--- config.mk ---
export PLATFORM = sky130hd
export DESIGN_NAME = cell_proc_pipe
export DESIGN_NICKNAME = d
export VERILOG_FILES = /design/src/rtl/cell_proc_pipe.sv
export SDC_FILE = /design/constraint.sdc
export NUM_CORES = 1
export LEC_CHECK = 0
export CAP_MARGIN = 20
export CORE_MARGIN = 8
export CORE_UTILIZATION = 30
export CTS_BUF_LIST = sky130_fd_sc_hd__clkbuf_8
export CTS_CLUSTER_DIAMETER = 80
export DETAILED_ROUTE_END_ITERATION = 8
export SETUP_SLACK_MARGIN = 0.1
export SYNTH_ARGS = -nofsm -noshare
export SYNTH_HDL_FRONTEND = slang
export SYNTH_SLANG_ARGS = --single-unit
--- constraint.sdc ---
create_clock -name clk -period 8.7 [get_ports clk]
set_input_delay 0.87 -clock clk [delete_from_list [all_inputs] [get_ports clk]]
set_output_delay 0.87 -clock clk [all_outputs]
set_load 0.01 [all_outputs]
--- src/rtl/cell_proc_pipe.sv ---
// rtl/cell_proc_pipe.sv - handshaked cell processor with per-channel ALU and exact cell average
module cell_proc_pipe #(
    parameter int CH_W   = 8,
    parameter int CH_N   = 3,
    parameter int CELL_N = 3,
    parameter int SAT    = 1
) (
    input  logic                                   clk,
    input  logic                                   rst_n,
    input  logic                                   in_valid,
    output logic                                   in_ready,
    input  logic [3:0]                             in_opcode,
    input  logic [CH_W*CH_N*CELL_N*CELL_N-1:0]     in_cell_a,
    input  logic [CH_W*CH_N*CELL_N*CELL_N-1:0]     in_cell_b,
    input  logic [CH_W-1:0]                        in_imm,
    output logic                                   out_valid,
    input  logic                                   out_ready,
    output logic [CH_W*CH_N-1:0]                   out_pixel,
    output logic                                   out_err,
    output logic                                   busy
);

    localparam int PIX_W  = CH_W * CH_N;
    localparam int NPIX   = CELL_N * CELL_N;
    localparam int CELL_W = PIX_W * NPIX;
    localparam int CTR    = (NPIX - 1) / 2;
    localparam int SUM_W  = CH_W + $clog2(NPIX);
    localparam int CNT_W  = $clog2(NPIX + SUM_W + 1);

    localparam logic [3:0] OP_ADD  = 4'd0;
    localparam logic [3:0] OP_ADDI = 4'd1;
    localparam logic [3:0] OP_SUB  = 4'd2;
    localparam logic [3:0] OP_SUBI = 4'd3;
    localparam logic [3:0] OP_MULT = 4'd4;
    localparam logic [3:0] OP_MULTI= 4'd5;
    localparam logic [3:0] OP_DIV2 = 4'd6;
    localparam logic [3:0] OP_INV  = 4'd7;
    localparam logic [3:0] OP_AND  = 4'd8;
    localparam logic [3:0] OP_OR   = 4'd9;
    localparam logic [3:0] OP_NOR  = 4'd10;
    localparam logic [3:0] OP_AVG  = 4'd11;

    localparam logic [CH_W-1:0]  MAXV    = '1;
    localparam logic [SUM_W:0]   DIVISOR = (SUM_W+1)'(NPIX);

    typedef enum logic [1:0] {IDLE, ACCUM, DIV, DONE} state_t;

    state_t             state_q, state_d;
    logic [CELL_W-1:0]  cell_a_q;
    logic [CNT_W-1:0]   cnt_q;
    logic [SUM_W-1:0]   sum_q [CH_N];
    logic [SUM_W-1:0]   rem_q [CH_N];
    logic [SUM_W-1:0]   quot_d [CH_N];
    logic [SUM_W-1:0]   rem_d [CH_N];
    logic [SUM_W:0]     rem_sh;
    logic [PIX_W-1:0]   out_pixel_q;
    logic               out_err_q;
    logic [PIX_W-1:0]   alu_pix;
    logic               alu_err;
    logic [CH_W-1:0]    alu_a, alu_b, alu_r;
    logic [CH_W:0]      alu_s, alu_dif;
    logic [2*CH_W-1:0]  alu_p;
    logic               accept, last_accum, last_div;

    assign accept     = in_valid & in_ready;
    assign last_accum = (cnt_q == CNT_W'(NPIX - 1));
    assign last_div   = (cnt_q == CNT_W'(SUM_W - 1));

    always_ff @(posedge clk) begin
        if (!rst_n) state_q <= IDLE;
        else        state_q <= state_d;
    end

    always_comb begin
        state_d = state_q;
        case (state_q)
            IDLE:    if (accept) state_d = (in_opcode == OP_AVG) ? ACCUM : DONE;
            ACCUM:   if (last_accum) state_d = DIV;
            DIV:     if (last_div) state_d = DONE;
            DONE: begin
                if (accept)         state_d = (in_opcode == OP_AVG) ? ACCUM : DONE;
                else if (out_ready) state_d = IDLE;
            end
            default: state_d = IDLE;
        endcase
    end

    always_comb begin
        in_ready  = (state_q == IDLE) | ((state_q == DONE) & out_ready);
        out_valid = (state_q == DONE);
        busy      = (state_q != IDLE);
    end

    // Odd opcodes among 0..5 are the immediate variants: second operand becomes in_imm.
    always_comb begin
        alu_pix = '0;
        alu_a   = '0;
        alu_b   = '0;
        alu_r   = '0;
        alu_s   = '0;
        alu_dif = '0;
        alu_p   = '0;
        for (int c = 0; c < CH_N; c++) begin
            alu_a   = in_cell_a[CTR*PIX_W + c*CH_W +: CH_W];
            alu_b   = (in_opcode[0] && in_opcode < OP_DIV2) ? in_imm
                                                            : in_cell_b[CTR*PIX_W + c*CH_W +: CH_W];
            alu_s   = {1'b0, alu_a} + {1'b0, alu_b};
            alu_dif = {1'b0, alu_a} - {1'b0, alu_b};
            alu_p   = {{CH_W{1'b0}}, alu_a} * {{CH_W{1'b0}}, alu_b};
            case (in_opcode)
                OP_ADD, OP_ADDI:   alu_r = (SAT != 0 && alu_s[CH_W]) ? MAXV : alu_s[CH_W-1:0];
                OP_SUB, OP_SUBI:   alu_r = (SAT != 0 && alu_dif[CH_W]) ? '0 : alu_dif[CH_W-1:0];
                OP_MULT, OP_MULTI: alu_r = (SAT != 0 && |alu_p[2*CH_W-1:CH_W]) ? MAXV
                                                                                : alu_p[CH_W-1:0];
                OP_DIV2:           alu_r = alu_a >> 1;
                OP_INV:            alu_r = ~alu_a;
                OP_AND:            alu_r = alu_a & alu_b;
                OP_OR:             alu_r = alu_a | alu_b;
                OP_NOR:            alu_r = ~(alu_a | alu_b);
                default:           alu_r = '0;
            endcase
            alu_pix[c*CH_W +: CH_W] = alu_r;
        end
        alu_err = (in_opcode > OP_AVG);
    end

    // Restoring division step: the dividend shifts out of sum_q while quotient bits shift in.
    always_comb begin
        rem_sh = '0;
        for (int c = 0; c < CH_N; c++) begin
            rem_sh = {rem_q[c], sum_q[c][SUM_W-1]};
            if (rem_sh >= DIVISOR) begin
                rem_d[c]  = SUM_W'(rem_sh - DIVISOR);
                quot_d[c] = (sum_q[c] << 1) | SUM_W'(1);
            end else begin
                rem_d[c]  = rem_sh[SUM_W-1:0];
                quot_d[c] = sum_q[c] << 1;
            end
        end
    end

    always_ff @(posedge clk) begin
        if (!rst_n) begin
            cell_a_q    <= '0;
            cnt_q       <= '0;
            out_pixel_q <= '0;
            out_err_q   <= 1'b0;
            for (int c = 0; c < CH_N; c++) begin
                sum_q[c] <= '0;
                rem_q[c] <= '0;
            end
        end else if (accept) begin
            cell_a_q <= in_cell_a;
            cnt_q    <= '0;
            for (int c = 0; c < CH_N; c++) begin
                sum_q[c] <= '0;
                rem_q[c] <= '0;
            end
            if (in_opcode != OP_AVG) begin
                out_pixel_q <= alu_pix;
                out_err_q   <= alu_err;
            end
        end else if (state_q == ACCUM) begin
            cell_a_q <= cell_a_q >> PIX_W;
            cnt_q    <= last_accum ? '0 : cnt_q + 1'b1;
            for (int c = 0; c < CH_N; c++)
                sum_q[c] <= sum_q[c] + SUM_W'(cell_a_q[c*CH_W +: CH_W]);
        end else if (state_q == DIV) begin
            cnt_q <= cnt_q + 1'b1;
            for (int c = 0; c < CH_N; c++) begin
                sum_q[c] <= quot_d[c];
                rem_q[c] <= rem_d[c];
            end
            if (last_div) begin
                for (int c = 0; c < CH_N; c++)
                    out_pixel_q[c*CH_W +: CH_W] <= quot_d[c][CH_W-1:0];
                out_err_q <= 1'b0;
            end
        end
    end

    assign out_pixel = out_pixel_q;
    assign out_err   = out_err_q;

endmodule

==> results of run 1 <==
[per-layer routing]
| metal | vias up | wire length, µm | track usage [%] |
|---|---|---|---|
| met5 | - | 86 | 0 |
| met4 | 14 | 3550 | 6.91 |
| met3 | 168 | 6170 | 4.20 |
| met2 | 724 | 37800 | 27.4 |
| met1 | 10500 | 39200 | 23.7 |
| li1 | 10900 | - | - |
[placed cells by master (no fill, tap or decap), types with 20 or more instances in the layout]
master	instances
a211oi_1	212
a21o_1	20
a21oi_1	127
a221oi_1	22
buf_4	43
clkbuf_8	66
clkdlybuf4s50_1	283
dfxtp_1	248
edfxtp_1	72
fa_1	117
ha_1	218
inv_1	301
mux2i_1	210
nand2_1	224
nand3_1	39
nand3b_1	31
nor2_1	430
nor3_1	38
o211ai_1	33
o21ai_0	75
xnor2_1	63
xor2_1	34
[worst paths after layout]
check,cells after the start,end,startpoint
hold reg to reg,2,out_err,out_err
setup reg to reg,9,cell_a_q[133],state_q[0]
hold / removal,2,out_err,out_err
setup / recovery,23,out_pixel[0],in_opcode[0]
[sequential cells by signal (all words and copies together), names as in the netlist]
signal / flops
cnt_q: 5
state_q: 2
cell_a_q: 216
out_pixel: 24
rem_q: 36
sum_q: 36
out_err: 1
[power breakdown]
part | total (µW) | leakage (µW) | internal, µW | switching, µW
Combinational | 4410 | 0.00897 | 1840 | 2570
Clock | 1410 | 0.000640 | 745 | 668
Sequential | 2510 | 0.00285 | 2060 | 452
[worst max-delay path, stage by stage]
cell,delay (ps)
clkdlybuf4s50_1,490
clkinv_1,300
a211oi_4,560
nand2_1,290
o21ai_1,320
ha_1,410
inv_1,100
fa_1,400
inv_1,90
fa_1,380
inv_1,80
fa_1,440
fa_1,540
inv_1,40
ha_1,380
and2_0,190
o21ai_0,230
nand3_1,210
a221oi_1,310
o211ai_1,410
buf_4,300
o31ai_1,240
a21oi_1,110
[layout make-up]
class	instances	area, µm²
antenna	4	10.0
clock buffer	66	908
clock inverter	32	193
fill	8769	53200
inverter	285	1080
multi-input combinational	2196	16700
sequential	320	7130
tap	1134	1420
timing repair buffer	328	3200
[cell families (layout without fill, tap and decap cells)]
group	count (synthesis)	count (layout)	share of synthesized area [%]
multiplexers	212	212	8.36
other	0	4	0
AO/OA/AOI/OAI	674	674	18.4
AND/OR/NAND/NOR	877	877	15.1
XOR/XNOR	97	97	3.34
flip-flops	320	320	28.0
buffers and inverters	454	711	6.76
adder cells (fa/ha/maj)	336	336	20.0
[stage by stage]
| step | instance area, µm² | instances | power, µW | utilization [%] | worst slack [ps] |
|---|---|---|---|---|---|
| floorplan | 25400 | 2970 | 5560 | - | 2000 |
| global placement | 29500 | 4263 | 6840 | 35.2 | 874 |
| detailed placement | 29500 | 4263 | 6900 | 35.2 | 897 |
| CTS | 30600 | 4361 | 8350 | 36.5 | 1560 |
| global route | 30600 | 4364 | 8980 | 36.5 | 1090 |
| finish | 30600 | 4365 | 8330 | 36.5 | 1510 |
==> results.md, run 1 <==
- Final setup viols: 0
- FF-to-FF setup slack: 4670 ps
- Resized Gates After CTS: 0
- Initial DRC count: 1655
- Worst slew pin tran: 1150 ps
- CP required: 9210 ps
- Leak Pwr: 0.0125 µW
- GRT Resource Usage Total: 17.7%
- Slew Limit Fails: 0
- Distinct cells, synth: 82
- Cell Rows: 106
- IO Count: 476
- P per Cell Area: 272 mW/mm²
- Clock slew at reported path FFs: 60 ps
- Top-area cell type share of the netlist area: 19.5%
- Post-synth EDFFs: 72
- Mapped Avg Cell Area: 8.56 µm²
- Dpl hpwl: 66.1 mm
- Layout Skew: 20.5 ps
- Die area: 0.0943 mm²
- Synth cell count leaders: nor2_1, inv_1, dfxtp_1
- Worst Path Arrival: 7700 ps
- Cell Area, Synth: 0.0254 mm²
- CTS Buf Count: 56
- NumNets Final: 3971
- Status: finished clean
- Post-CTS Hold Buffers: 0
- Yosys reg bits: 320
- H-Tree Depth: 2
- CP max FO: 9
- Setup bufs post-CTS: 0
- Synth area leaders: dfxtp_1, ha_1, fa_1
- Number of antenna violations at the first check in global routing: 12
- DR pass1 iterations: 6
- Vias per inst: 5.12
- CP Launch Type: primary input
- Die height: 307 µm
- GPL Wtd Cong: 0.914
- Leading area contributor after synthesis: dfxtp_1
- Sequential-to-total area share from yosys stat: 28.0%
- Syn Nets: 3754
- Critical setup path kind: primary input to flip-flop
- WL final: 86.8 mm
- Top_reg_cell synth: dfxtp_1
- WL/cell: 19.9 µm
- Clk_lat worst skew: 650 ps
- Slew HR: 23.1%
- Most frequent cell after synthesis: nor2_1
- Root buf cell: clkbuf_8
- WHS: 474 ps
- Clock sink total: 320
- Core area: 0.0838 mm²
- Final period util: 82.7%
- Synth Instances: 2970
- Die width: 307 µm
- DR DRC count: 0
- Total gr overflow: 0
- # Max-Cap Violations: 0
- Ys async rst share: 0%
- First-pass GRT wire length: 132 mm
- RSZ-0062 raised after global routing: no
- VDD IR max: 0.000226 V
- Max clock buf depth: 3
- Layout cells sized above 1: 4.90%
- Hold Path Class: flip-flop to flip-flop
- Pin count of the biggest net entering global routing: 239
- PortBufs: 283
- Sum Neg Setup Slack: 0 ps
- Period minus WS final: 7190 ps
- Synth Warn #: 0
- Crit end category: flip-flop
- Starting Density: 30.3%
- Layout area overhead: 20.4%
- CTS tree: yes
- Final hold viol count: 0
- Detail Route Antenna Nets: 0
- Max Clk Rate: 139 MHz
- Vias in the first global route: 21900
- Routed vias: 22400
Note: power is estimated with default switching activity, not from simulation.
==> inputs of run 2 (changes only) <==
- clock period: 8.7 -> 7.3 ns (I/O delays scaled with it)
==> results.md, run 2 (synthesized netlist as in run 1, its figures left out) <==
- P per Cell Area: 322 mW/mm² (was 272 mW/mm²)
- Initial DRC count: 1866 (was 1655)
- Fin area: 0.0310 mm² (was 0.0306 mm²)
- Routed vias: 22600 (was 22400)
- Dpl hpwl: 66.1 mm (about the same)
- Layout Skew: 44.8 ps (was 20.5 ps)
- CTS Buf Count: 60 (was 56)
- Area of the multi-input gates: 0.0167 mm² (unchanged)
- Pin count of the biggest net entering global routing: 239 (unchanged)
- Root buf cell: clkbuf_8 (unchanged)
- Cell Rows: 106 (unchanged)
- Final hold viol count: 0 (unchanged)
- Fillcell total: 8695 (was 8769)
- RSZ-0062 raised after global routing: no (unchanged)
- Sum Neg Setup Slack: 0 ps (unchanged)
- Post-CTS Hold Buffers: 0 (unchanged)
- VDD IR max: 0.000266 V (was 0.000226 V)
- Register name with the most flops: cell_a_q (unchanged)
- First-pass GRT wire length: 132 mm (about the same)
- Leak Pwr: 0.0127 µW (was 0.0125 µW)
- Setup bufs post-CTS: 0 (unchanged)
- Hold Path Class: flip-flop to flip-flop (unchanged)
- Clk_lat worst skew: 680 ps (was 650 ps)
- CP required: 7860 ps (was 9210 ps)
- NumNets Final: 4021 (was 3971)
- Max clock buf depth: 3 (unchanged)
- Register area: 0.00713 mm² (unchanged)
- Most common cell after layout, fill and taps aside: nor2_1 (unchanged)
- CP Launch Type: primary input (unchanged)
- Worst slew pin tran: 1190 ps (was 1150 ps)
- Vias per inst: 5.10 (was 5.12)
- Crit end category: flip-flop (unchanged)
- Setup WS post-layout: 788 ps (was 1510 ps)
- Vias in the first global route: 21800 (was 21900)
- CTS tree: yes (unchanged)
- Die area: 0.0943 mm² (unchanged)
- Final setup viols: 0 (unchanged)
- GRT Resource Usage Total: 17.6% (was 17.7%)
- Number of antenna violations at the first check in global routing: 9 (was 12)
- Slew Limit Fails: 0 (unchanged)
- Starting Density: 30.3% (unchanged)
- Place WS: 194 ps (was 897 ps)
- DR pass1 iterations: 5 (was 6)
- Clock sink total: 320 (unchanged)
- Total power: 9970 µW (was 8330 µW)
- Resized Gates After CTS: 0 (unchanged)
- PortBufs: 283 (unchanged)
- Status: finished clean (unchanged)
- WL final: 86.5 mm (was 86.8 mm)
- Clock slew at reported path FFs: 60 ps (about the same)
- Max Clk Rate: 154 MHz
- Die height: 307 µm (unchanged)
- Die width: 307 µm (unchanged)
- Slew HR: 20.5% (was 23.1%)
- Core area: 0.0838 mm² (unchanged)
- Layout cells sized above 1: 6.24% (was 4.90%)
- Period minus WS final: 6510 ps
- # Max-Cap Violations: 0 (unchanged)
- WL/cell: 19.6 µm (was 19.9 µm)
- DR DRC count: 0 (unchanged)
- GPL Wtd Cong: 0.932 (was 0.914)
- Final period util: 89.2%
- H-Tree Depth: 2 (unchanged)
- Commonest non-fill, non-tap cells in the layout: nor2_1, inv_1, clkdlybuf4s50_1, dfxtp_1, nand2_1 (unchanged)
- Max reg flops: 216 (unchanged)
- Critical setup path kind: primary input to flip-flop (unchanged)
- Detail Route Antenna Nets: 0 (unchanged)
- Placed Area: 0.0298 mm² (was 0.0295 mm²)
- Worst Path Arrival: 7070 ps (was 7700 ps)
- IO Count: 476 (unchanged)
- Total gr overflow: 0 (unchanged)
- Largest registers: cell_a_q: 216 flops, rem_q: 36 flops, sum_q: 36 flops (unchanged)
- CP max FO: 30 (was 9)
- Layout area overhead: 21.9% (was 20.4%)
## run 2: cell count changes in the layout (fill, tap and decap cells not counted), sizes merged
| cell | before | now |
|---|---|---|
| clkinv | 11 | 13 |
| inv | 303 | 309 |
| diode | 4 | 1 |
| clkbuf | 66 | 67 |
| bufinv | 2 | 1 |
| buf | 45 | 91 |
| clkinvlp | 1 | 5 |
## run 2: layout make-up
type                    instances  share of cell area, %
repair buffers                374                   11.4
diodes                          1                0.00807
flip-flops and latches        320                   23.0
multi-input cells            2196                   53.8
clock buffers                  67                   2.98
inverters                     285                   3.48
well taps                    1134                   4.58
clock inverters                43                  0.719
## run 2: worst paths after layout
kind	startpoint	endpoint	slack [ps]	depth (start not counted)
setup / recovery	in_opcode[0]	out_pixel[8]	790	22
hold reg to reg	cell_a_q[201]	cell_a_q[201]	490	2
hold / removal	cell_a_q[201]	cell_a_q[201]	490	2
setup reg to reg	state_q[0]	cell_a_q[13]	3300	9
## run 2: per-layer routing
layer,up-vias,wire length (µm),global-route usage [%]
met2,726,39100,28.3
met4,14,1860,3.96
li1,11000,-,-
met5,-,89,0
met1,10700,39100,23.8
met3,115,6320,4.05
## run 2: worst max-delay path, stage by stage
cell and delay, ps:
clkdlybuf4s50_1 620, clkinv_1 200, a211oi_4 230, buf_12 220
nand2_1 170, o21ai_1 230, buf_4 220, nand2_1 80
fa_1 540, fa_1 580, fa_1 450, fa_1 530
inv_1 50, ha_1 350, o21a_1 220, nand3b_1 90
a21oi_1 40, a2111oi_0 390, nor4bb_1 350, buf_4 240
a41oi_1 190, o221a_2 290
## run 2: metrics by stage
step                hold slack (ps)  instances  util (%)
CTS                             489       4419      37.0
global route                    501       4420      37.0
global placement                476       4309      35.6
detailed placement              478       4309      35.6
finish                          490       4420      37.0
floorplan                       463       2970         -
## run 2: power by group
part / switching, µW / total [µW] / internal [µW]
combinational: 3040 / 5290 / 2250
sequential: 544 / 2990 / 2450
clock: 812 / 1690 / 875
total: 4400 / 9970 / 5570
==> inputs of run 3 (changes only) <==
- ABC_CLOCK_PERIOD_IN_PS: not set -> 7300
==> results of run 3 <==
The final DEF is identical to that of run 2; final timing and power are the same.
